$ cat src/rtl/serial_adder.sv
// rtl/serial_adder.sv - bit-serial adder feeding one full-adder cell, LSB first; optional ovf via SERIAL_ADDER_OVF_EN
module serial_adder #(
    parameter int WIDTH = 8
) (
    input  logic             clk,
    input  logic             rst,
    input  logic             in_valid,
    output logic             in_ready,
    input  logic [WIDTH-1:0] op_a,
    input  logic [WIDTH-1:0] op_b,
    input  logic             cin,
    output logic             out_valid,
    input  logic             out_ready,
    output logic [WIDTH-1:0] sum,
    output logic             cout,
`ifdef SERIAL_ADDER_OVF_EN
    output logic             ovf,
`endif
    output logic             busy
);

    localparam int CW = $clog2(WIDTH);

    typedef enum logic [1:0] {
        S_IDLE,
        S_ADD,
        S_DONE
    } state_t;

    state_t            state;
    state_t            state_next;
    logic [WIDTH-1:0]  a_sh;
    logic [WIDTH-1:0]  b_sh;
    logic              carry;
    logic [CW-1:0]     cnt;
    logic              last;
    logic              fa_a;
    logic              fa_b;
    logic              fa_s;
    logic              fa_co;
    logic              accept;

    // The single full-adder cell sees one bit pair per ADD cycle.
    assign fa_a  = a_sh[0];
    assign fa_b  = b_sh[0];
    assign fa_s  = fa_a ^ fa_b ^ carry;
    assign fa_co = (fa_a & fa_b) | (fa_a & carry) | (fa_b & carry);

    assign last   = (cnt == CW'(WIDTH - 1));
    assign accept = (state == S_IDLE) && in_valid;

    always_ff @(posedge clk or posedge rst) begin
        if (rst) begin
            state <= S_IDLE;
        end else begin
            state <= state_next;
        end
    end

    always_comb begin
        state_next = state;
        in_ready   = 1'b0;
        out_valid  = 1'b0;
        busy       = 1'b0;
        case (state)
            S_IDLE: begin
                in_ready = 1'b1;
                if (in_valid) begin
                    state_next = S_ADD;
                end
            end
            S_ADD: begin
                busy = 1'b1;
                if (last) begin
                    state_next = S_DONE;
                end
            end
            S_DONE: begin
                busy      = 1'b1;
                out_valid = 1'b1;
                if (out_ready) begin
                    state_next = S_IDLE;
                end
            end
            default: begin
                state_next = S_IDLE;
            end
        endcase
    end

    always_ff @(posedge clk or posedge rst) begin
        if (rst) begin
            a_sh  <= '0;
            b_sh  <= '0;
            carry <= 1'b0;
            cnt   <= '0;
            sum   <= '0;
            cout  <= 1'b0;
`ifdef SERIAL_ADDER_OVF_EN
            ovf   <= 1'b0;
`endif
        end else if (accept) begin
            a_sh  <= op_a;
            b_sh  <= op_b;
            carry <= cin;
            cnt   <= '0;
        end else if (state == S_ADD) begin
            a_sh  <= a_sh >> 1;
            b_sh  <= b_sh >> 1;
            sum   <= {fa_s, sum[WIDTH-1:1]};
            carry <= fa_co;
            // Counter parks at WIDTH-1 on the final step instead of wrapping.
            if (last) begin
                cout <= fa_co;
`ifdef SERIAL_ADDER_OVF_EN
                ovf  <= carry ^ fa_co;
`endif
            end else begin
                cnt <= cnt + 1'b1;
            end
        end
    end

endmodule

$ cat config.mk
export PLATFORM = sky130hd
export DESIGN_NAME = serial_adder
export DESIGN_NICKNAME = d
export VERILOG_FILES = /design/src/rtl/serial_adder.sv
export SDC_FILE = /design/constraint.sdc
export NUM_CORES = 1
export LEC_CHECK = 0
export ABC_AREA = 1
export ABC_CLOCK_PERIOD_IN_PS = 1600
export CAP_MARGIN = 20
export CORE_MARGIN = 4
export CORE_UTILIZATION = 40
export CTS_BUF_LIST = sky130_fd_sc_hd__clkbuf_16
export CTS_CLUSTER_DIAMETER = 60
export DETAILED_ROUTE_END_ITERATION = 8
export PLACE_DENSITY = 0.71
export RECOVER_POWER = 50
export SLEW_MARGIN = 20
export SYNTH_ARGS = -nofsm -noshare
export SYNTH_HDL_FRONTEND = slang
export SYNTH_SLANG_ARGS = --single-unit
$ cat constraint.sdc
create_clock -name clk -period 1.6 [get_ports clk]
set_clock_uncertainty 0.05 [all_clocks]
set_input_delay 0.16 -clock clk [delete_from_list [all_inputs] [get_ports clk]]
set_output_delay 0.16 -clock clk [all_outputs]
set_load 0.01 [all_outputs]
==> results of run 1 <==
==> metal layers <==
metal,vias to the layer above,global-route usage,wire length [microns]
met1,548,0.161,1270
met2,29,0.226,1330
met5,-,0,0
met3,6,0.0421,155
li1,611,-,-
met4,0,0.0744,61
==> report_power, final <==
part | total [W] | leakage [nW] | switching (W) | internal (W)
Clock | 0.000836 | 0.0669 | 0.000287 | 0.000549
Sequential | 0.00129 | 0.397 | 0.000185 | 0.00111
Combinational | 0.00137 | 0.516 | 0.000742 | 0.000633
==> timing repair <==
action                                  in CTS  in global routing
pin swaps                                    0                  0
gates resized for setup                      4                  1
hold buffers                                 0                  0
endpoints found under the setup margin       3                  1
==> cells by family after synthesis <==
family,count (synthesis)
compound gates,7
simple gates,103
fa+ha+maj,7
buf+inv,20
flops,31
==> cell type report <==
| class | instances | area [sq um] |
|---|---|---|
| fill | 318 | 1470 |
| sequential | 31 | 776 |
| multi-input combinational | 117 | 579 |
| timing repair buffer | 38 | 384 |
| clock buffer | 5 | 125 |
| tap | 46 | 57.6 |
| inverter | 13 | 51.3 |
| clock inverter | 1 | 3.75 |
==> critical path, delay by kind of cell (launching register included) <==
kind	cells	cell delay [ps]
adder cells (fa/ha/maj)	1	270
buffers and inverters	2	390
flip-flops	1	390
==> sequential cells by signal, indices dropped and copies added (netlist names) <==
register,cells
state,2
cnt,3
sum,8
carry,1
cout,1
a_sh,8
b_sh,8
==> per-stage QoR <==
step	hold slack, ps	cell area, sq um	total power (W)
floorplan	214	1470	0.00220
global placement	407	1850	0.00268
detailed placement	419	1850	0.00272
CTS	245	1980	0.00356
global route	386	1980	0.00379
finish	382	1980	0.00351
==> cells in the final DEF, fill, tap and decap left out, types with 3 or more instances in the layout <==
cell type                          n
sky130_fd_sc_hd__ha_1              5
sky130_fd_sc_hd__clkbuf_16         5
sky130_fd_sc_hd__dlygate4sd3_1     4
sky130_fd_sc_hd__dlygate4sd2_1     3
sky130_fd_sc_hd__nand3_1          32
sky130_fd_sc_hd__buf_4             3
sky130_fd_sc_hd__nand2_1          65
sky130_fd_sc_hd__o21ai_0           7
sky130_fd_sc_hd__clkdlybuf4s50_1  25
sky130_fd_sc_hd__dfrtp_1          31
sky130_fd_sc_hd__inv_1            12
==> worst paths after layout <==
path	start	end	cells after the start
setup / recovery	state[1]	busy	3
hold / removal	op_a[7]	a_sh[7]	3
setup reg to reg	cnt[0]	cnt[0]	7
hold reg to reg	cnt[1]	cnt[1]	2
max in group asynchronous	rst	state[0]	3
min in group asynchronous	rst	sum[1]	3
==> report_table.html, run 1 <==
<table>
<tr><th>Metric</th><th>Value</th></tr>
<tr><th colspan="2">Run status</th></tr>
<tr><td>Status</td><td>finished, final reports clean</td></tr>
<tr><th colspan="2">Yosys</th></tr>
<tr><td>Register area share after synthesis</td><td>0.529</td></tr>
<tr><td>Area fraction in and, or, nand and nor cells after synthesis</td><td>0.304</td></tr>
<tr><td>Flip-flop and latch count after synthesis</td><td>31</td></tr>
<tr><td>Number of cells produced by synthesis</td><td>168</td></tr>
<tr><td>Mean cell area of the mapped netlist</td><td>8.74 sq um</td></tr>
<tr><td>Cell with the most instances after synthesis</td><td>sky130_fd_sc_hd__nand2_1</td></tr>
<tr><td>Top post-synthesis cells by area</td><td>sky130_fd_sc_hd__dfrtp_1, sky130_fd_sc_hd__nand2_1, sky130_fd_sc_hd__nand3_1</td></tr>
<tr><td>Combinational family with the most area after synthesis</td><td>simple AND/OR/NAND/NOR gates</td></tr>
<tr><td>Ranking of synthesized cells by instance count</td><td>sky130_fd_sc_hd__nand2_1, sky130_fd_sc_hd__nand3_1, sky130_fd_sc_hd__dfrtp_1</td></tr>
<tr><td>Proportion of synthesized flip-flops having asynchronous set or reset</td><td>1.00</td></tr>
<tr><td>Portion of synthesized cell area occupied by the leading cell type</td><td>0.529</td></tr>
<tr><td>Post-synth EDFFs</td><td>0</td></tr>
<tr><td>Adder and majority cell fraction of the synthesized area</td><td>0.0648</td></tr>
<tr><td>Most common flop cell mapped by yosys</td><td>sky130_fd_sc_hd__dfrtp_1</td></tr>
<tr><td>Cell variety after synth</td><td>16</td></tr>
<tr><td>Yosys warning count</td><td>0</td></tr>
<tr><td>Portion of netlist area occupied by mux cells</td><td>0</td></tr>
<tr><td>Net count after synthesis</td><td>196</td></tr>
<tr><td>Compound-Gate Fraction of Synth Area</td><td>0.0239</td></tr>
<tr><td>Cell type with the largest total area after synthesis</td><td>sky130_fd_sc_hd__dfrtp_1</td></tr>
<tr><td>Post-synthesis cell area</td><td>1470 sq um</td></tr>
<tr><td>Synth Area in XOR/XNOR</td><td>0</td></tr>
<tr><th colspan="2">Clocking</th></tr>
<tr><td>Maximum buffer depth of the clock tree</td><td>2</td></tr>
<tr><td>Clock slew seen by the registers of the worst setup and hold paths</td><td>50 ps</td></tr>
<tr><td>Num Clock Sinks</td><td>31</td></tr>
<tr><td>Clock Tree Root</td><td>sky130_fd_sc_hd__clkbuf_16</td></tr>
<tr><td>Number of buffers created by CTS</td><td>5</td></tr>
<tr><td>Post-CTS setup buffers</td><td>0</td></tr>
<tr><td>H-tree levels</td><td>2</td></tr>
<tr><td>Worst skew pair latency</td><td>270 ps</td></tr>
<tr><td>TritonCTS clock tree</td><td>done</td></tr>
<tr><th colspan="2">Worst setup path</th></tr>
<tr><td>Worst EP required</td><td>1390 ps</td></tr>
<tr><td>Biggest fanout along the worst timing path</td><td>3</td></tr>
<tr><td>CP max-delay cell</td><td>sky130_fd_sc_hd__dfrtp_1</td></tr>
<tr><td>Worst Setup Path Type</td><td>register to output port</td></tr>
<tr><td>Largest stage delay on the critical path</td><td>390 ps</td></tr>
<tr><td>Worst path arrival time</td><td>1310 ps</td></tr>
<tr><td>Element type at the critical path end</td><td>output port</td></tr>
<tr><td>Critical-path cell list</td><td>inv_1, ha_2, dlygate4sd2_1</td></tr>
<tr><td>Crit start category</td><td>register</td></tr>
<tr><td>Reg2reg setup slack</td><td>170 ps</td></tr>
<tr><th colspan="2">Floorplan</th></tr>
<tr><td>Initial core utilization</td><td>0.426</td></tr>
<tr><td>Standard cell core area</td><td>3440 sq um</td></tr>
<tr><td>Core Rows</td><td>21</td></tr>
<tr><td>Full die area</td><td>4700 sq um</td></tr>
<tr><td>Die width</td><td>68.6 microns</td></tr>
<tr><td># IOs</td><td>33</td></tr>
<tr><td>Vertical die dimension</td><td>68.6 microns</td></tr>
<tr><th colspan="2">Place</th></tr>
<tr><td>Post-Place Setup Slack</td><td>92.1 ps</td></tr>
<tr><td>DP HPWL</td><td>2.03 mm</td></tr>
<tr><td>Total of buffers placed on input and output ports</td><td>32</td></tr>
<tr><td>Number of placed cells counting well taps</td><td>245</td></tr>
<tr><td>GP Congestion</td><td>0.785</td></tr>
<tr><th colspan="2">Power</th></tr>
<tr><td>Power Density</td><td>1770 nW/um^2</td></tr>
<tr><td>Static power due to leakage</td><td>0.981 nW</td></tr>
<tr><td>Peak supply drop</td><td>1070 uV</td></tr>
<tr><th colspan="2">Global route</th></tr>
<tr><td>Global-route wire length before repair</td><td>4.71 mm</td></tr>
<tr><td>Largest net degree at the start of global routing</td><td>32</td></tr>
<tr><td>Global-route congestion overflow total</td><td>0</td></tr>
<tr><td>Number of antenna violations at the first check in global routing</td><td>0</td></tr>
<tr><td>Total global routing track utilization</td><td>0.138</td></tr>
<tr><td>Number of global-route vias before repair</td><td>1107</td></tr>
<tr><th colspan="2">Drt</th></tr>
<tr><td>DRC violations left</td><td>0</td></tr>
<tr><td>First-pass detailed-route iteration total</td><td>4</td></tr>
<tr><td>Violation count after the first detailed-routing iteration</td><td>46</td></tr>
<tr><td>Vias per std cell</td><td>4.76</td></tr>
<tr><td>Wire per inst</td><td>11.2 microns</td></tr>
<tr><td>Sum of routed wire length over all layers</td><td>2.82 mm</td></tr>
<tr><td>ANT nets after route</td><td>0</td></tr>
<tr><td>Vias</td><td>1194</td></tr>
<tr><th colspan="2">Finish</th></tr>
<tr><td>Antenna diode count</td><td>0</td></tr>
<tr><td>Share of final-layout standard cells stronger than drive strength 1</td><td>0.0780</td></tr>
<tr><td>Synth-to-Final Area Change</td><td>34.7%</td></tr>
<tr><td>Final cell count without fillers</td><td>251</td></tr>
<tr><td>Net count of the finished layout</td><td>234</td></tr>
<tr><td>Layout Utilization</td><td>0.574</td></tr>
<tr><th colspan="2">Hold path</th></tr>
<tr><td>Hold Path Class</td><td>input port to register</td></tr>
<tr><th colspan="2">Timing</th></tr>
<tr><td>Fraction of the cycle the final worst path needs</td><td>0.950</td></tr>
<tr><td>Setup TNS</td><td>0 ps</td></tr>
<tr><td>Max Slew Vio Count</td><td>0</td></tr>
<tr><td>Post-layout min period</td><td>1520 ps</td></tr>
<tr><td>Measured slew at the worst slew-check pin</td><td>751 ps</td></tr>
<tr><td>Final setup violation count</td><td>0</td></tr>
<tr><td>Unrepaired setup endpoints after global routing</td><td>no</td></tr>
<tr><td>Upper clock frequency limit</td><td>658 MHz</td></tr>
<tr><td>Worst slew slack as a fraction of its limit</td><td>0.499</td></tr>
<tr><td>Min setup slack post-route</td><td>80.0 ps</td></tr>
<tr><td>Final number of hold-violating endpoints</td><td>0</td></tr>
<tr><th colspan="2">Flow run</th></tr>
<tr><td>Number of max-cap violations</td><td>0</td></tr>
</table>
No activity file was read; power rests on OpenSTA's default activity.
==> run 2, diff against run 1 <==
--- a/config.mk
+++ b/config.mk
@@ -7,8 +7,8 @@
 export LEC_CHECK = 0
 export ABC_AREA = 1
 export ABC_CLOCK_PERIOD_IN_PS = 1600
-export CAP_MARGIN = 20
-export CORE_MARGIN = 4
+export CAP_MARGIN = 40
+export CORE_MARGIN = 10
 export CORE_UTILIZATION = 40
 export CTS_BUF_LIST = sky130_fd_sc_hd__clkbuf_16
 export CTS_CLUSTER_DIAMETER = 60
==> run 2 against run 1 <==
  * Worst setup slack improved by 17 ps
  * Routed wire length increased by 6.8%
  * Final area increased by 0.19%
  * Sequential power about the same
  * Non-clock buffer count increased by 1
  * Power increased by 1.0%
  * Core utilization increased by 0.11 points
  * Register-to-register slack about the same
  * Critical endpoint is now in_ready
  * Highest routed layer unchanged
==> report_table.html, run 2 (synthesis results as in run 1) <==
<table>
<tr><th>Metric</th><th>Value</th></tr>
<tr><th colspan="2">Worst setup path</th></tr>
<tr><td>Element type at the critical path end</td><td>output port</td></tr>
<tr><td>Worst EP required</td><td>1390 ps</td></tr>
<tr><td>WP buf/inv</td><td>2</td></tr>
<tr><td>Family with the most delay on the worst path</td><td>buffers and inverters</td></tr>
<tr><td>CP max-delay cell</td><td>sky130_fd_sc_hd__dfrtp_1</td></tr>
<tr><td>Critical register-to-register path startpoint</td><td>cnt[0]</td></tr>
<tr><td>Worst path arrival time</td><td>1290 ps</td></tr>
<tr><td>Number of cells traversed by the worst register-to-register path</td><td>7</td></tr>
<tr><td>Biggest fanout along the worst timing path</td><td>3</td></tr>
<tr><td>Critical-path cell list</td><td>inv_1, ha_1, dlygate4sd2_1</td></tr>
<tr><td>Crit start category</td><td>register</td></tr>
<tr><td>Largest stage delay on the critical path</td><td>390 ps</td></tr>
<tr><td>Reg2reg setup slack</td><td>170 ps</td></tr>
<tr><td>Worst R2R End</td><td>cnt[2]</td></tr>
<tr><td>Worst Setup Path Type</td><td>register to output port</td></tr>
<tr><th colspan="2">Power</th></tr>
<tr><td>Share of power burned in registers</td><td>0.367</td></tr>
<tr><td>Net switching share of the total power</td><td>0.352</td></tr>
<tr><td>Share of power burned in combinational logic</td><td>0.383</td></tr>
<tr><td>Power Density</td><td>1790 nW/um^2</td></tr>
<tr><td>Switching component of the power</td><td>0.00125 W</td></tr>
<tr><td>Portion of total power attributed to the clock network</td><td>0.250</td></tr>
<tr><td>Internal power summed over all cells</td><td>0.00229 W</td></tr>
<tr><td>Peak supply drop</td><td>735 uV</td></tr>
<tr><td>Static power due to leakage</td><td>0.987 nW</td></tr>
<tr><th colspan="2">Floorplan</th></tr>
<tr><td>Full die area</td><td>6490 sq um</td></tr>
<tr><td>Die width</td><td>80.6 microns</td></tr>
<tr><td>Standard cell core area</td><td>3440 sq um</td></tr>
<tr><td>Vertical die dimension</td><td>80.6 microns</td></tr>
<tr><td>Initial core utilization</td><td>0.426</td></tr>
<tr><td># IOs</td><td>33</td></tr>
<tr><td>Core Rows</td><td>21</td></tr>
<tr><th colspan="2">Timing</th></tr>
<tr><td>Measured slew at the worst slew-check pin</td><td>754 ps</td></tr>
<tr><td>Post-layout min period</td><td>1500 ps</td></tr>
<tr><td>Min setup slack post-route</td><td>96.7 ps</td></tr>
<tr><td>Unrepaired setup endpoints after global routing</td><td>no</td></tr>
<tr><td>Final setup violation count</td><td>0</td></tr>
<tr><td>Upper clock frequency limit</td><td>665 MHz</td></tr>
<tr><td>Worst slew slack as a fraction of its limit</td><td>0.497</td></tr>
<tr><td>Max Slew Vio Count</td><td>0</td></tr>
<tr><td>Setup TNS</td><td>0 ps</td></tr>
<tr><td>Final number of hold-violating endpoints</td><td>0</td></tr>
<tr><td>Fraction of the cycle the final worst path needs</td><td>0.940</td></tr>
<tr><th colspan="2">Hold path</th></tr>
<tr><td>Hold Path Class</td><td>input port to register</td></tr>
<tr><td>Hold path depth</td><td>3</td></tr>
<tr><td>Endpoint, Worst Hold</td><td>a_sh[7]</td></tr>
<tr><td>Hold Startpoint</td><td>op_a[7]</td></tr>
<tr><th colspan="2">Flow run</th></tr>
<tr><td>Number of max-cap violations</td><td>0</td></tr>
<tr><th colspan="2">Global route</th></tr>
<tr><td>Global-route congestion overflow total</td><td>0</td></tr>
<tr><td>Number of antenna violations at the first check in global routing</td><td>0</td></tr>
<tr><td>Total global routing track utilization</td><td>0.0984</td></tr>
<tr><td>Global-route wire length before repair</td><td>5.00 mm</td></tr>
<tr><td>Number of global-route vias before repair</td><td>1179</td></tr>
<tr><td>Largest net degree at the start of global routing</td><td>32</td></tr>
<tr><th colspan="2">Finish</th></tr>
<tr><td>Most frequent cells in the layout</td><td>sky130_fd_sc_hd__nand2_1, sky130_fd_sc_hd__nand3_1, sky130_fd_sc_hd__dfrtp_1, sky130_fd_sc_hd__clkdlybuf4s50_1, sky130_fd_sc_hd__inv_1</td></tr>
<tr><td>Antenna diode count</td><td>0</td></tr>
<tr><td>Net count of the finished layout</td><td>235</td></tr>
<tr><td>Share of final-layout standard cells stronger than drive strength 1</td><td>0.0865</td></tr>
<tr><td>Final-layout fill cell count</td><td>320</td></tr>
<tr><td>Leading cell type in the layout, fill and taps excluded</td><td>sky130_fd_sc_hd__nand2_1</td></tr>
<tr><td>Top Registers</td><td>a_sh x8, b_sh x8, sum x8</td></tr>
<tr><td>Total area of multi-input combinational cells</td><td>577 sq um</td></tr>
<tr><td>Combined flip-flop and latch cell area</td><td>776 sq um</td></tr>
<tr><td>Synth-to-Final Area Change</td><td>35.0%</td></tr>
<tr><th colspan="2">Drt</th></tr>
<tr><td>DRC violations left</td><td>0</td></tr>
<tr><td>Top Layer Used</td><td>met4</td></tr>
<tr><td>First-pass detailed-route iteration total</td><td>4</td></tr>
<tr><td>DR WL met2</td><td>1.37 mm</td></tr>
<tr><td>Routed wl met3</td><td>203 microns</td></tr>
<tr><td>Wire per inst</td><td>11.9 microns</td></tr>
<tr><td>ANT nets after route</td><td>0</td></tr>
<tr><td>Vias</td><td>1195</td></tr>
<tr><td>Vias per std cell</td><td>4.70</td></tr>
<tr><td>Sum of routed wire length over all layers</td><td>3.01 mm</td></tr>
<tr><td>Violation count after the first detailed-routing iteration</td><td>60</td></tr>
<tr><td>Routed metal-1 wirelength</td><td>1.34 mm</td></tr>
<tr><th colspan="2">Clocking</th></tr>
<tr><td>H-tree levels</td><td>2</td></tr>
<tr><td>Maximum buffer depth of the clock tree</td><td>2</td></tr>
<tr><td>TritonCTS clock tree</td><td>done</td></tr>
<tr><td>Num Clock Sinks</td><td>31</td></tr>
<tr><td>Clock Tree Root</td><td>sky130_fd_sc_hd__clkbuf_16</td></tr>
<tr><td>Number of buffers created by CTS</td><td>5</td></tr>
<tr><td>Worst skew pair latency</td><td>280 ps</td></tr>
<tr><td>Post-CTS setup buffers</td><td>0</td></tr>
<tr><td>Clock slew seen by the registers of the worst setup and hold paths</td><td>50 ps</td></tr>
<tr><th colspan="2">Place</th></tr>
<tr><td>GP Congestion</td><td>0.745</td></tr>
<tr><td>Post-Place Setup Slack</td><td>99.6 ps</td></tr>
<tr><td>DP HPWL</td><td>2.19 mm</td></tr>
<tr><td>Total of buffers placed on input and output ports</td><td>32</td></tr>
<tr><th colspan="2">Run status</th></tr>
<tr><td>Status</td><td>finished, final reports clean</td></tr>
</table>
## run 2: changes by cell type in the layout (fill, tap and decap cells not counted), sizes merged
cell / change
clkinv: +3
buf: +1
inv: -1
clkdlybuf4s50: +1
dlygate4sd3: -1
## run 2: worst max-delay path by stage
stage,from,endpoint,slack [ps],cells after the start
2_1_floorplan,state[0],a_sh[0],210,8
3_3_place_gp,state[0],in_ready,120,3
3_5_place_dp,state[0],in_ready,100,3
4_1_cts,state[0],in_ready,80,3
5_1_grt,state[0],in_ready,7,3
6_report,state[0],in_ready,100,3
## run 2: worst register-to-register path, delay by kind of cell, from the launching register on
family	cells	cell delay (ps)
fa+ha+maj	2	410
buf+inv	1	70
simple gates	4	450
flops	1	390
## run 2: what timing repair did
item,in CTS,in global routing
endpoints found under the setup margin,3,0
gates resized for setup,3,0
hold buffers,0,0
## run 2: cell type report
| class | count | share of cell area |
|---|---|---|
| Clock buffer | 5 | 0.0632 |
| Clock inverter | 3 | 0.00758 |
| Inverter | 13 | 0.0259 |
| Multi-Input combinational cell | 117 | 0.291 |
| Sequential cell | 31 | 0.392 |
| Tap cell | 46 | 0.0291 |
| Timing Repair Buffer | 39 | 0.191 |
## run 2: power by group through the flow
| stage | clock network [W] | logic [W] | registers, W |
|---|---|---|---|
| detailed placement | 0 | 0.00140 | 0.00130 |
| finish | 0.000886 | 0.00136 | 0.00130 |
| CTS | 0.000908 | 0.00140 | 0.00130 |
| floorplan | 0 | 0.000893 | 0.00131 |
| global placement | 0 | 0.00138 | 0.00130 |
| global route | 0.000935 | 0.00154 | 0.00134 |
## run 2: routing by layer
layer	vias up	global-route usage
met5	-	0
met4	0	0.0775
met3	9	0.0278
met2	30	0.149
met1	544	0.114
li1	612	-
## run 2: stage by stage
step	instance area (sq um)	utilization	hold slack (ps)	power (W)	cells
6_report	1980	0.575	372	0.00354	254
3_5_place_dp	1850	0.537	417	0.00270	246
3_3_place_gp	1850	0.537	407	0.00268	246
5_1_grt	1980	0.575	387	0.00382	254
2_1_floorplan	1470	-	214	0.00220	168
4_1_cts	1980	0.576	233	0.00360	254
